==> config.mk <==
export PLATFORM = sky130hd
export DESIGN_NAME = ram_port_arbiter
export DESIGN_NICKNAME = d
export VERILOG_FILES = /design/src/rtl/ram_port_arbiter.sv
export SDC_FILE = /design/constraint.sdc
export NUM_CORES = 1
export LEC_CHECK = 0
export BUFFER_PORTS_ARGS = -buffer_cell sky130_fd_sc_hd__buf_4
export CAP_MARGIN = 20
export CORE_ASPECT_RATIO = 1.2
export CORE_MARGIN = 4
export CORE_UTILIZATION = 47
export DETAILED_ROUTE_END_ITERATION = 10
export GPL_TIMING_DRIVEN = 0
export PLACE_DENSITY = 0.85
export SYNTH_ARGS = -nofsm -noshare
export SYNTH_HDL_FRONTEND = slang
export SYNTH_SLANG_ARGS = --single-unit
export TNS_END_PERCENT = 5
==> constraint.sdc <==
create_clock -name clk -period 3.2 [get_ports clk]
set_input_delay 0.64 -clock clk [delete_from_list [all_inputs] [get_ports clk]]
set_output_delay 0.64 -clock clk [all_outputs]
set_load 0.02 [all_outputs]
==> src/rtl/ram_port_arbiter.sv <==
// ram_port_arbiter
// Shares one single-port synchronous RAM between NUM_REQ requesters. Requests are
// picked round-robin, and only one transaction is in flight at a time.
// The RAM has a registered read: read data comes back one cycle after the address
// is sampled.
//
// Ports:
//   clk, rst      clock (rising edge) and synchronous active-high reset
//   req_valid     per-requester request present
//   req_ready     per-requester accept strobe (combinational, IDLE only)
//   req_we        per-requester 1=write, 0=read
//   req_addr      packed addresses, requester i at [i*ADDR_WIDTH +: ADDR_WIDTH]
//   req_wdata     packed write data, same packing
//   rsp_valid     one-cycle completion pulse to the granted requester
//   rsp_rdata     read data, valid with rsp_valid for reads
//   busy          high whenever the FSM is not idle
//   ram_wr_en     RAM write enable
//   ram_addr      RAM address
//   ram_wr_data   RAM write data
//   ram_rd_data   RAM registered read data
module ram_port_arbiter #(
   parameter int unsigned DATA_WIDTH = 4,
   parameter int unsigned ADDR_WIDTH = 2,
   parameter int unsigned NUM_REQ    = 2
) (
   input  logic                             clk,
   input  logic                             rst,
   input  logic [NUM_REQ-1:0]               req_valid,
   output logic [NUM_REQ-1:0]               req_ready,
   input  logic [NUM_REQ-1:0]               req_we,
   input  logic [NUM_REQ*ADDR_WIDTH-1:0]    req_addr,
   input  logic [NUM_REQ*DATA_WIDTH-1:0]    req_wdata,
   output logic [NUM_REQ-1:0]               rsp_valid,
   output logic [DATA_WIDTH-1:0]            rsp_rdata,
   output logic                             busy,
   output logic                             ram_wr_en,
   output logic [ADDR_WIDTH-1:0]            ram_addr,
   output logic [DATA_WIDTH-1:0]            ram_wr_data,
   input  logic [DATA_WIDTH-1:0]            ram_rd_data
);

   localparam int unsigned GW = (NUM_REQ > 1) ? $clog2(NUM_REQ) : 1;

   typedef enum logic [1:0] {
      IDLE   = 2'd0,
      ACCESS = 2'd1,
      RDWAIT = 2'd2,
      RESP   = 2'd3
   } state_t;

   state_t                 state, state_d;
   logic [GW-1:0]          last_grant, last_grant_d;
   logic [GW-1:0]          gnt, gnt_d;
   logic                   op_we, op_we_d;
   logic                   ram_wr_en_d;
   logic [ADDR_WIDTH-1:0]  ram_addr_d;
   logic [DATA_WIDTH-1:0]  ram_wr_data_d;
   logic [NUM_REQ-1:0]     rsp_valid_d;
   logic [DATA_WIDTH-1:0]  rsp_rdata_d;
   logic                   busy_d;

   logic                   arb_found;
   logic [GW-1:0]          arb_pick;
   logic [GW-1:0]          cand;

   logic [ADDR_WIDTH-1:0]  addr_arr  [NUM_REQ];
   logic [DATA_WIDTH-1:0]  wdata_arr [NUM_REQ];

   // Unpack per-requester address and write data.
   for (genvar g = 0; g < int'(NUM_REQ); g++) begin : g_unpack
      assign addr_arr[g]  = req_addr[g*ADDR_WIDTH +: ADDR_WIDTH];
      assign wdata_arr[g] = req_wdata[g*DATA_WIDTH +: DATA_WIDTH];
   end

   // k-th candidate in round-robin order, starting just after the last grant.
   function automatic logic [GW-1:0] rr_idx(input logic [GW-1:0] base, input int unsigned k);
      int unsigned s;
      s = (32'(base) + k + 32'd1) % NUM_REQ;
      return GW'(s);
   endfunction

   // Round-robin search: first valid requester after last_grant, with wrap-around.
   always_comb begin
      arb_found = 1'b0;
      arb_pick  = '0;
      cand      = '0;
      for (int unsigned k = 0; k < NUM_REQ; k++) begin
         cand = rr_idx(last_grant, k);
         if (!arb_found && req_valid[cand]) begin
            arb_found = 1'b1;
            arb_pick  = cand;
         end
      end
   end

   // Ready only in IDLE and never while reset is asserted.
   always_comb begin
      req_ready = '0;
      if (state == IDLE && !rst && arb_found) begin
         req_ready[arb_pick] = 1'b1;
      end
   end

   // Next-state and next-output logic.
   always_comb begin
      state_d       = state;
      last_grant_d  = last_grant;
      gnt_d         = gnt;
      op_we_d       = op_we;
      ram_wr_en_d   = 1'b0;
      ram_addr_d    = ram_addr;
      ram_wr_data_d = ram_wr_data;
      rsp_valid_d   = '0;
      rsp_rdata_d   = rsp_rdata;

      case (state)
         IDLE: begin
            if (arb_found) begin
               gnt_d         = arb_pick;
               last_grant_d  = arb_pick;
               op_we_d       = req_we[arb_pick];
               ram_wr_en_d   = req_we[arb_pick];
               ram_addr_d    = addr_arr[arb_pick];
               ram_wr_data_d = wdata_arr[arb_pick];
               state_d       = ACCESS;
            end
         end
         ACCESS: begin
            // RAM samples addr/wr_en at the end of this cycle.
            if (op_we) begin
               rsp_valid_d[gnt] = 1'b1;
               state_d          = RESP;
            end else begin
               state_d = RDWAIT;
            end
         end
         RDWAIT: begin
            rsp_rdata_d      = ram_rd_data;
            rsp_valid_d[gnt] = 1'b1;
            state_d          = RESP;
         end
         RESP: begin
            state_d = IDLE;
         end
         default: begin
            state_d = IDLE;
         end
      endcase

      busy_d = (state_d != IDLE);
   end

   // State and output registers.
   always_ff @(posedge clk) begin
      if (rst) begin
         state       <= IDLE;
         last_grant  <= GW'(NUM_REQ - 1);
         gnt         <= '0;
         op_we       <= 1'b0;
         ram_wr_en   <= 1'b0;
         ram_addr    <= '0;
         ram_wr_data <= '0;
         rsp_valid   <= '0;
         rsp_rdata   <= '0;
         busy        <= 1'b0;
      end else begin
         state       <= state_d;
         last_grant  <= last_grant_d;
         gnt         <= gnt_d;
         op_we       <= op_we_d;
         ram_wr_en   <= ram_wr_en_d;
         ram_addr    <= ram_addr_d;
         ram_wr_data <= ram_wr_data_d;
         rsp_valid   <= rsp_valid_d;
         rsp_rdata   <= rsp_rdata_d;
         busy        <= busy_d;
      end
   end

endmodule

== Yosys cells after proc, flatten, opt, wreduce, memory -nomap -nowiden ==
Cells that the tools add are included.
Storage, ports and cells
  input bits: 22
  word-level logic and storage cells: 62
  register bits: 19
  output and inout port bits: 16
Operators by class
  add/sub/neg operators: 2
  bitwise logic cells: 3
  $lt $le $gt $ge: 7
  reduce and logical (&&, ||, !) cells: 11
  multiplexer cells: 26
  eq/ne operators: 3
Operator list (number)
  $mux W1: 13
  $mux W2: 6
  $mux W4: 3
  $lt A1 B2 Y1 const B: 4
  $pmux W2 S4: 1
  $logic_and A1 B1 Y1: 5
  $eq A2 B2 Y1 const B: 2
  $pmux W2 S2: 1
  $reduce_or A3 Y1: 1
  $add A1 B1 Y1 const B: 2
  $demux W1 S1: 2
  $eq A2 B1 Y1 const B: 1
  $ge A1 B1 Y1 const B: 2
  $ge A2 B2 Y1 const B: 1
  $logic_not A1 Y1: 2
  $logic_not A2 Y1: 1
  $not A1 Y1: 2
  $not A1 Y2: 1
  $reduce_and A2 Y1: 1
  $reduce_bool A2 Y1: 1

== Depth between registers and ports, before layout ==
  word-level depth: 12
  depth in mapped cells: 6
  depth with buffers taken out: 5

== Worst setup path after synthesis ==
No wires, ideal clock.
  path type: input -> output
  start: in req_valid[1]
  end: out req_ready[0]
  path slack: 1.144 ns
  path buffers: 1
  stages on the path: 3
  arrival time: 1.416 ns
  path through: a21boi_2 > buf_6 > nor3_1
Between the ends
  word-level cells in the longest chain between the ends: 11
RTL lines
  start: declaration: RTL line 28  | input logic [NUM_REQ-1:0] req_valid,
  $mux W1 (not written as such) (2 in series): RTL line 89  | if (!arb_found && req_valid[cand]) begin
  $mux W1: RTL line 89
  $logic_not A1 Y1: RTL line 89
  $logic_and A1 B1 Y1: RTL line 89
  $mux W1: RTL line 89
  $lt A1 B2 Y1 (not written as such) / $ge A1 B1 Y1 (equally long branches): RTL line 100  | req_ready[arb_pick] = 1'b1;
  $logic_and A1 B1 Y1 (not written as such): RTL line 100
  $mux W1 (not written as such): RTL line 100
  $demux W1 S1: RTL line 100
  $mux W2 *: RTL line 99  | if (state == IDLE && !rst && arb_found) begin
  end: declaration: RTL line 29  | output logic [NUM_REQ-1:0] req_ready,
Mark *: on every way between the ends. The rest lies on a longest branch, timed or not. The select of a mux whose other input is x is not followed.

== Final worst setup path ==
  start: reg state[0]
  end: out req_ready[0]
Between the ends
  word-level cells in the longest chain between the ends: 4
RTL lines
  start: declaration: RTL line 51  | state_t state, state_d;
  start signal: assignment: RTL line 167  | state <= state_d;
  $logic_not A2 Y1: RTL line 99
  $logic_and A1 B1 Y1 (2 in series): RTL line 99
  $mux W2: RTL line 99
Every way passes these cells.

==> run_results.csv <==
group,metric,value,unit
clocking,cts_tree,"done",
min_path,holdCritStartpoint,"gnt$_SDFFE_PP0P_",
layout,syn_to_final_growth,39.57,%
detailed_routing,first_pass_iters,4,
power,p_per_area,815.9,mW/mm^2
logic_synthesis,synthFlopType,"dfxtp_1",
clocking,insertion_delay,300,ps
detailed_routing,wl_per_cell,13.13,um
clocking,cts_root_buf,"clkbuf_4",
logic_synthesis,ys_warn_count,0,
min_path,hp-class,"reg2reg",
sta,tightest_slew,436.3,ps
logic_synthesis,synth_edf_count,0,
placement,io_buffer_count,36,
setup_path,worstSetupPathType,"reg2out",
setup_path,crit_start,"state[0]$_SDFF_PP0_",
sta,rsz0062_at_grt,"no",
setup_path,setup.worst_path.end_class,"primary output",
layout,antenna_cells,0,
detailed_routing,wl,1.838,mm
setup_path,rr_startpoint,"state[0]$_SDFF_PP0_",
setup_path,critPathMaxFanout,7,
setup_path,cp_data_arrival_time,1510,ps
logic_synthesis,synthAdderAreaFrac,6.182,%
setup_path,r2r_cells,6,
global_routing,grt_pass1_wl,2.980,mm
global_routing,grt_max_degree,12,
min_path,hold_end,"rsp_valid[0]$_SDFF_PP0_",
sta,finClkSkew,1.205,ps
logic_synthesis,synth_mux_area_share,12.36,%
global_routing,overflow,0,
die,rows,16,
detailed_routing,antenna_left,0,
logic_synthesis,synth_area,809.5,sq um
flow_run,maxCapViolCount,0,
logic_synthesis,syn_inst,82,
sta,fmax,465.2,MHz
logic_synthesis,synthDistinctLibCells,29,
global_routing,grt_antenna_before_repair,0,
setup_path,slowest_stage,"dfxtp_1",
power,power,0.9218,mW
die,die_w,45.89,um
min_path,holdPathStages,1,
logic_synthesis,synth_fp_nets,108,
clocking,cts_resized,0,
logic_synthesis,yosysSeqAreaShare,46.99,%
layout,area.sequential,380.4,sq um
layout,nets,149,
sta,fin_tns_setup,0,ps
die,coreArea,0.001642,sq mm
detailed_routing,route.detailed.drc,0,
outcome,status,"finished clean",
detailed_routing,via_count,724,
die,initial_core_util,49.31,%
setup_path,ff2ff_setup_slack,1690,ps
layout,fill_cells,144,
logic_synthesis,synth-xor-area-share,0,%
logic_synthesis,synth.avg_cell_area,9.872,sq um
die,fp.dieArea,0.002453,sq mm
sta,hold_violations,0,
global_routing,first_global_vias,710,
sta,period_minus_slack,2150,ps
setup_path,path_cells,"inv_1 > ha_1 > o21ai_0 > nor3_1 > buf_4",
clocking,cts.path.max_buffers,2,
clocking,cts_hold_buffers,0,
die,die_h,53.46,um
logic_synthesis,async_flop_share,0,%
clocking,cts_buffers,3,
setup_path,slowest_delay,340,ps
detailed_routing,wl_met3,123,um
clocking,post_cts_buffers,0,
logic_synthesis,synth_top_family_by_area,"compound AO/OA/AOI/OAI gates",
placement,gp_congestion,0.7620,
placement,post-dp-hpwl,1.462,mm
clocking,cts.sinks,19,
sta,slew_headroom,70.91,%
sta,setup_viol,0,
detailed_routing,met2_length,993,um
detailed_routing,drt-vias-per-instance,5.171,
layout,final_core_utilization,68.83,%
logic_synthesis,synth_compound_area_share,15.15,%
clocking,cts.htree.levels,1,
logic_synthesis,yosys.area_share.simple,14.06,%
detailed_routing,dr.first_iter.drc_count,2,
layout,drive_above_1_share,36.89,%
die,ios,38,
sta,finalMaxSlewViolations,0,
power,p_leak,0.5301,nW
setup_path,cp.required,2560,ps
sta,period_share,67.18,%
power,ir_worst_vdd,0.0004743,V
global_routing,track_usage,16.94,%
setup_path,rr_endpoint,"ram_wr_data[0]$_SDFFE_PP0P_",
setup_path,worst_setup_path_start_kind,"flop",
logic_synthesis,ys_ff_latch,19,
detailed_routing,top_layer_used,"met4",
clocking,clkTransAtPathRegs,110,ps
detailed_routing,met1_length,683,um
layout,multi_input_comb_area,386.6,sq um
-- cell type report --
class / instances / share of cell area [%]
multi-input combinational: 54 / 34.22
sequential: 19 / 33.67
timing repair buffer: 36 / 23.92
buffer: 5 / 2.436
clock buffer: 3 / 1.993
tap: 18 / 1.993
inverter: 4 / 1.329
clock inverter: 1 / 0.4430
-- worst max-delay path: cells and delay by family (launching register included) --
kind	cells	cell delay (ps)
flops	1	340
simple gates	1	160
buf+inv	2	270
fa+ha+maj	1	280
compound gates	1	150
-- synth_stat cells (2+ instances only) --
master | instances | share of area, %
a211oi_1 | 6 | 5.6
a21oi_1 | 2 | 1.2
clkbuf_1 | 2 | 0.93
dfxtp_1 | 19 | 47
ha_1 | 4 | 6.2
inv_1 | 4 | 1.9
mux2i_1 | 10 | 12
nor2_1 | 14 | 6.5
-- sequential cells by signal (all words and copies together) (netlist names) --
register     count
op_we            1
ram_wr_en        1
ram_addr         2
ram_wr_data      4
rsp_valid        2
gnt              1
state            2
last_grant       1
busy             1
rsp_rdata        4
-- where the power goes --
part	leakage (nW)	internal, mW	total, mW	switching (mW)
sequential	0.156	0.311	0.351	0.0396
clock	0.0177	0.0467	0.123	0.0758
combinational	0.356	0.200	0.449	0.248
total	0.530	0.558	0.922	0.364
-- metal layers --
layer,global-route usage (%),vias to the layer above
li1,-,368
met1,17.83,329
met2,30.73,23
met4,6.161,0
met3,4.762,4
met5,0,-
-- kinds of logic (layout without fill, tap and decap cells) --
logic type,Yosys count,count (layout)
fa+ha+maj,4,4
simple gates,23,23
buf+inv,9,49
flops,19,19
compound gates,17,17
mux,10,10
-- worst max-delay path by stage --
stage / to / slack, ps / cells past startpoint
after floorplan: req_ready[0] / 1140 / 3
after global placement: req_ready[1] / 1140 / 5
after detailed placement: req_ready[1] / 1130 / 5
after CTS: req_ready[0] / 1050 / 5
after global routing: req_ready[0] / 900 / 5
final: req_ready[0] / 1050 / 5
-- through the flow --
step / std cells / hold slack, ps / instance area (sq um) / worst slack (ps)
detailed placement: 136 / 441.6 / 1102 / 1134
CTS: 140 / 455.0 / 1130 / 1054
global placement: 136 / 432.6 / 1102 / 1137
floorplan: 82 / 403.4 / 809.5 / 1145
global route: 140 / 491.7 / 1130 / 896.5
finish: 140 / 453.0 / 1130 / 1050
-- cells in the final DEF (no fill, tap or decap), drive strengths merged --
| cell type | n |
|---|---|
| dfxtp | 19 |
| a22oi | 1 |
| nand2 | 1 |
| clkinv | 1 |
| or2 | 1 |
| ha | 4 |
| nand2b | 1 |
| clkbuf | 5 |
| inv | 4 |
| a32oi | 1 |
| nor3 | 1 |
| o21a | 1 |
| o21ai | 2 |
| a21boi | 1 |
| a21o | 1 |
| nor2 | 14 |
| a31oi | 1 |
| and3b | 1 |
| o32ai | 1 |
| nor2b | 1 |
| or4b | 1 |
| a211oi | 6 |
| mux2i | 10 |
| and3 | 1 |
| buf | 39 |
| or2b | 1 |
| a21oi | 2 |
Power figures use the tool's default switching activity.
